$ cat config.mk
export PLATFORM = sky130hd
export DESIGN_NAME = regwr_arb
export DESIGN_NICKNAME = d
export VERILOG_FILES = /design/src/rtl/regwr_arb.sv
export SDC_FILE = /design/constraint.sdc
export NUM_CORES = 1
export LEC_CHECK = 0
export CORE_AREA = 8 8 58 60
export DETAILED_ROUTE_END_ITERATION = 8
export DIE_AREA = 0 0 66 68
export PLACE_DENSITY_LB_ADDON = 0.25
export SETUP_SLACK_MARGIN = 0.15
export SLEW_MARGIN = 30
export SYNTH_ARGS = -nofsm -noshare
export SYNTH_HDL_FRONTEND = slang
export SYNTH_HIERARCHICAL = 1
export SYNTH_SLANG_ARGS = --single-unit
export TNS_END_PERCENT = 1
$ cat constraint.sdc
create_clock -name clk -period 2.9 [get_ports clk]
set_input_delay 0.87 -clock clk [delete_from_list [all_inputs] [get_ports clk]]
set_output_delay 0.87 -clock clk [all_outputs]
set_load 0.02 [all_outputs]
$ cat src/rtl/regwr_arb.sv
// Round-robin write arbiter: NREQ requesters share one registered output slot
// (data + source index + FULL) with valid/ready handshakes on both sides.

module regwr_arb_lane #(
  parameter int SW  = 2,
  parameter int IDX = 0
) (
  input  logic          req_valid,
  input  logic          gnt_en,
  input  logic [SW-1:0] gnt_idx,
  output logic          ready
);
  assign ready = gnt_en & req_valid & (gnt_idx == SW'(IDX));
endmodule

module regwr_arb #(
  parameter int WIDTH = 8,
  parameter int NREQ  = 4,
  parameter int SW    = $clog2(NREQ)
) (
  input  logic                  clk,
  input  logic                  reset,
  input  logic [NREQ-1:0]       ReqValid,
  input  logic [NREQ*WIDTH-1:0] ReqData,
  output logic [NREQ-1:0]       ReqReady,
  output logic                  OutValid,
  input  logic                  OutReady,
  output logic [WIDTH-1:0]      OutData,
  output logic [SW-1:0]         OutSrc
);
  typedef enum logic {EMPTY, LOADED} state_t;

  state_t           state, state_nxt;
  logic             full, load_ok, gnt_any, gnt_en;
  logic [SW-1:0]    gnt_idx, ptr, ptr_nxt;
  logic [WIDTH-1:0] data_q;
  logic [SW-1:0]    src_q;
  int               cand;

  assign full    = (state == LOADED);
  assign load_ok = ~full | OutReady;
  assign gnt_en  = gnt_any & load_ok & ~reset;

  // Scan from the farthest offset down so the nearest requester at/after ptr wins.
  always_comb begin
    gnt_any = 1'b0;
    gnt_idx = '0;
    cand    = 0;
    for (int k = NREQ-1; k >= 0; k--) begin
      cand = int'(ptr) + k;
      if (cand >= NREQ) cand = cand - NREQ;
      if (ReqValid[cand]) begin
        gnt_any = 1'b1;
        gnt_idx = SW'(cand);
      end
    end
  end

  assign ptr_nxt = (gnt_idx == SW'(NREQ-1)) ? '0 : gnt_idx + SW'(1);

  for (genvar i = 0; i < NREQ; i++) begin : g_lane
    regwr_arb_lane #(.SW(SW), .IDX(i)) u_lane (
      .req_valid (ReqValid[i]),
      .gnt_en    (gnt_en),
      .gnt_idx   (gnt_idx),
      .ready     (ReqReady[i])
    );
  end

  always_comb begin
    state_nxt = state;
    if (gnt_en)                state_nxt = LOADED;
    else if (full && OutReady) state_nxt = EMPTY;
  end

  always_ff @(posedge clk) begin
    if (reset) state <= EMPTY;
    else       state <= state_nxt;
  end

  // Holding register only moves on a grant, so a plain consume leaves data/src intact.
  always_ff @(posedge clk) begin
    if (reset) begin
      data_q <= '0;
      src_q  <= '0;
      ptr    <= '0;
    end else if (gnt_en) begin
      data_q <= ReqData[int'(gnt_idx)*WIDTH +: WIDTH];
      src_q  <= gnt_idx;
      ptr    <= ptr_nxt;
    end
  end

  assign OutValid = full;
  assign OutData  = data_q;
  assign OutSrc   = src_q;
endmodule

* Word level (Yosys, flattened, before mapping)
Index checks and enable logic that the tools add are counted. Widths: inputs -> output; s select.
Word-level totals: bits of input ports 39, register bits 13, word-level logic and storage cells 67, output and inout bits 15
Cells by class: mux-type cells 27, order comparisons 8, reductions and logical operators 3, add/subtract/negate cells 8, bitwise operators 13, equality and inequality tests 3, shift operators 1
Operators with widths (count):
- $lt 32x4->1 const B | 4
- $mux 32 | 4
- $shiftx 32x6->8 | 1
- $mux 1 | 14
- $sub 3x3->4 const B | 3
- $and 1x1->1 | 10
- $mux 2 | 5
- $ge 3x3->1 const B | 3
- $bmux 1 s2 | 4
- $add 2x2->3 const B | 2
- $eq 2x2->1 const B | 2
- $sub 2x3->4 const B | 1
- $add 2x1->3 const B | 1
- $ge 2x3->1 const B | 1
- $add 2x1->2 const B | 1
- $eq 2x1->1 const B | 1
- $logic_not 2->1 | 1
- $not 1->1 | 2
- $reduce_bool 2->1 | 1
- $logic_and 1x1->1 | 1
- $or 1x1->1 | 1

* Longest topological paths before layout
depth in word-level cells 14, mapped depth 7

* Hierarchy
Netlist, hierarchy kept.
Modules (own cells, without submodules):
- regwr_arb | sequential area each 260.2 µm², area an instance 774.5 µm², cells an instance 81, instances 1
- regwr_arb_lane (g_lane[1].u_lane ...) | sequential area each 0.0 µm², area an instance 10.0 µm², cells an instance 1, instances 2
- regwr_arb_lane (g_lane[0].u_lane) | sequential area each 0.0 µm², area an instance 12.5 µm², cells an instance 1, instances 1
- regwr_arb_lane (g_lane[3].u_lane) | sequential area each 0.0 µm², area an instance 8.8 µm², cells an instance 1, instances 1

* Worst setup path before layout
Ideal clock, no wire load.
kind input to output, start point in ReqValid[0], end point out ReqReady[2], arrival 1.872 ns, slack 0.158 ns, stages on the path 6, path through a21oi_1 o21ai_0 a21oi_1 buf_4 buf_6 and4b_1
RTL lines:
- from (decl) | RTL line 23 | input logic [NREQ-1:0] ReqValid,
- $bmux 1 s2 | RTL line 52 | if (ReqValid[cand]) begin
- $mux 1 (implied by the code) (2 in a row) | RTL line 52
- $mux 2 (3 in a row) | RTL line 52
- $mux 2 * | RTL line 52
- via gnt_idx[1] | RTL line 35 | logic [SW-1:0] gnt_idx, ptr, ptr_nxt;
- $eq 2x2->1 * | RTL line 13 | assign ready = gnt_en & req_valid & (gnt_idx == SW'(IDX));
- $and 1x1->1 * | RTL line 13
- to (decl) | RTL line 25 | output logic [NREQ-1:0] ReqReady,
Mark *: on every way through the listed nets, which the timed path passes. The rest lies on a longest branch. The select of a mux whose other input is x is not followed.

* Final worst setup path
start point in ReqValid[3], end point out ReqReady[0]
Between the ends: cells in the longest elaborated chain, start to end 11
Ends and longest elaborated chain:
- $bmux 1 s2 | RTL line 52
- $mux 1 (implied by the code) (2 in a row) | RTL line 52
- $mux 1 (3 in a row) | RTL line 52
- $mux 1 * | RTL line 52
- $and 1x1->1 * (2 in a row) | RTL line 42 | assign gnt_en = gnt_any & load_ok & ~reset;
- via gnt_en | RTL line 34 | logic full, load_ok, gnt_any, gnt_en;
- $and 1x1->1 * (2 in a row) | RTL line 13
Marks and branches as above.

==> flow_summary.toml <==
[global_route]
grt_max_degree = 14
grt_pass1_vias = 982
overflow = 0
grt_pass1_wl_um = 4609
grt.total_usage = 0.1272
antenna_found_initial = 0

[timing]
drv_slew = 0
finalHoldViolCount = 0
layout_min_cycle_time_ns = 2.833
worst_pin_slew_ns = 0.3712
fmax_mhz = 353.0
min_period_over_period = 0.9767
whs_ns = 0.4676
finClkSkew_ns = 0.004296
rsz0062_at_grt = "yes"
slew_headroom = 0.7520
setup_tns_ns = 0
setup_violations = 0
fin_ws_ns = 0.06744

[worst_setup_path]
arrival_ns = 1.96
worst-path-max-fanout = 5
endpoint_kind = "primary output"
critPathRequiredTime_ns = 2.03
r2r_start = "ptr[0]$_SDFFE_PP0P_"
critPathKind = "in -> out"
start_kind = "input pin"
cp-startpoint = "ReqValid[3]"

[logic_synthesis]
syn_avg_cell_area_sq_um = 9.597
ys_seq_elements = 13
yosys_warnings = 6
yosysSeqAreaShare = 0.3190
synth_nets = 124
yosysUniqueCellTypes = 26
yosysTopAreaCell = "dfxtp_1"
netlist_instances = 85
syn-cell-area_sq_um = 815.8
synth_top_area_frac = 0.3190
synth_top_cells_by_area = "dfxtp_1 32%, mux2i_1 20%, o221ai_1 8.6%"

[clock_network]
cts_tree = "yes"
htreeDepth = 1
worstSkewPairLatency_ns = 0.26
clkSinkCount = 13
clockBufferDepth = 2
clk_pin_slew_ns = 0.07
cts_hold_buf = 0
cts_buffers = 3
clockRootBuffer = "clkbuf_4"

[hold_path]
min_path_type = "reg -> reg"
hold_start = "OutSrc[1]$_SDFFE_PP0P_"

[pwr]
peakVddDrop_mv = 0.2779
p_leak_nw = 0.6191
p_per_area_mw_per_mm2 = 417.2

[place]
place_ws_ns = -0.8034
dpl.hpwl_um = 2254
io_buffer_count = 53
gp_congestion = 0.7474

[layout]
synthToLayoutAreaGrowth_pct = 86.66
final_nets = 192
fill_cells = 242
layout_common_cells = "44 x clkdlybuf4s50_1, 16 x mux2i_1, 16 x buf_4"
drive_gt1_frac = 0.2368
mostFrequentLayoutCell = "clkdlybuf4s50_1"
multiInputGateArea_sq_um = 553.0
register_area_sq_um = 260.3
antennaDiodeCount = 0

[flow_run]
maxCapViolations = 0

[die]
io_pins = 54
die_x_um = 66
initial_core_util = 0.3177
num_rows = 19
core-area_sq_mm = 0.002567
fp.dieArea_sq_mm = 0.004488
die-height_um = 68

[routing]
wl_um = 2906
drtIter0Drc = 31
vias_per_cell = 5.142
wl_per_cell_um = 15.88
drc = 0
antenna_left = 0
via_count = 941
drtPass1Iterations = 4

[run_status]
run_status = "finished, final reports clean"
==> layer usage <==
| metal | vias to the layer above | part of all wire | track usage |
|---|---|---|---|
| li1 | 461 | - | - |
| met2 | 28 | 0.56 | 0.2448 |
| met5 | - | 0 | 0 |
| met4 | 0 | 0.0096 | 0.04000 |
| met3 | 2 | 0.068 | 0.03437 |
| met1 | 450 | 0.36 | 0.1311 |
==> path summary, 6_finish.rpt <==
kind                                  end  slack, ns  cells after the start
setup / recovery              ReqReady[0]       0.07                      7
hold / removal     OutSrc[1]$_SDFFE_PP0P_       0.47                      2
setup reg to reg  OutData[4]$_SDFFE_PP0P_       1.04                      7
hold reg to reg    OutSrc[1]$_SDFFE_PP0P_       0.47                      2
==> sequential cells by signal, indices dropped and copies added, names as in the netlist <==
| name | cells |
|---|---|
| ptr | 2 |
| OutSrc | 2 |
| OutValid | 1 |
| OutData | 8 |
==> area by class of cell <==
cell class / instances / share of cell area
sequential: 13 / 0.1709
inverter: 3 / 0.007395
clock buffer: 4 / 0.01726
timing repair buffer: 68 / 0.4158
tap: 31 / 0.02547
multi-input combinational: 64 / 0.3632
==> power breakdown <==
| part | switching [mW] | total [mW] | internal (mW) |
|---|---|---|---|
| sequential | 0.0170 | 0.222 | 0.205 |
| combinational | 0.135 | 0.306 | 0.171 |
| clock | 0.0538 | 0.107 | 0.0531 |
==> cells by family (layout without fill, tap and decap cells) <==
kind of cell	count (synthesis)	in the layout	synth area share
flip-flops	13	13	0.3190
AND/OR/NAND/NOR	27	27	0.2178
multiplexers	16	16	0.1963
AO/OA/AOI/OAI	20	20	0.2025
buffers and inverters	8	75	0.05368
XOR/XNOR	1	1	0.01074
==> worst max-delay path, stage by stage <==
cell	delay, ns
buf_6	0.10
buf_6	0.11
nor4_4	0.28
nand2b_4	0.20
nor2_4	0.04
and4bb_2	0.23
buf_6	0.13
==> cells in the mapped netlist (all sizes together) <==
library cell,instances
a221oi,1
nand2,5
o21ai,1
and4,1
o221ai,8
and4b,2
nor2,3
a22o,1
nor4,1
nand3b,8
nand2b,5
xnor2,1
buf,4
mux2i,16
nor2b,1
a21oi,7
clkbuf,1
inv,3
dfxtp,13
a211oi,2
and4bb,1
==> stage by stage <==
stage / util / power, mW / area (sq um) / instances
after CTS: 0.5902 / 0.6389 / 1515 / 182
final: 0.5931 / 0.6352 / 1523 / 183
after global routing: 0.5931 / 0.6766 / 1523 / 183
after floorplan: - / 0.3765 / 815.8 / 85
after detailed placement: 0.5517 / 0.5120 / 1416 / 172
after global placement: 0.5517 / 0.5062 / 1416 / 172
==> what timing repair did <==
item | CTS | global route
setup endpoints to repair | 4 | 4
hold endpoints to repair | 0 | 0
setup buffers | 6 | 1
gates resized for setup | 48 | 0
pin swaps | 7 | 4
gates cloned | 0 | 0
Note: power is estimated with default switching activity, not from simulation.
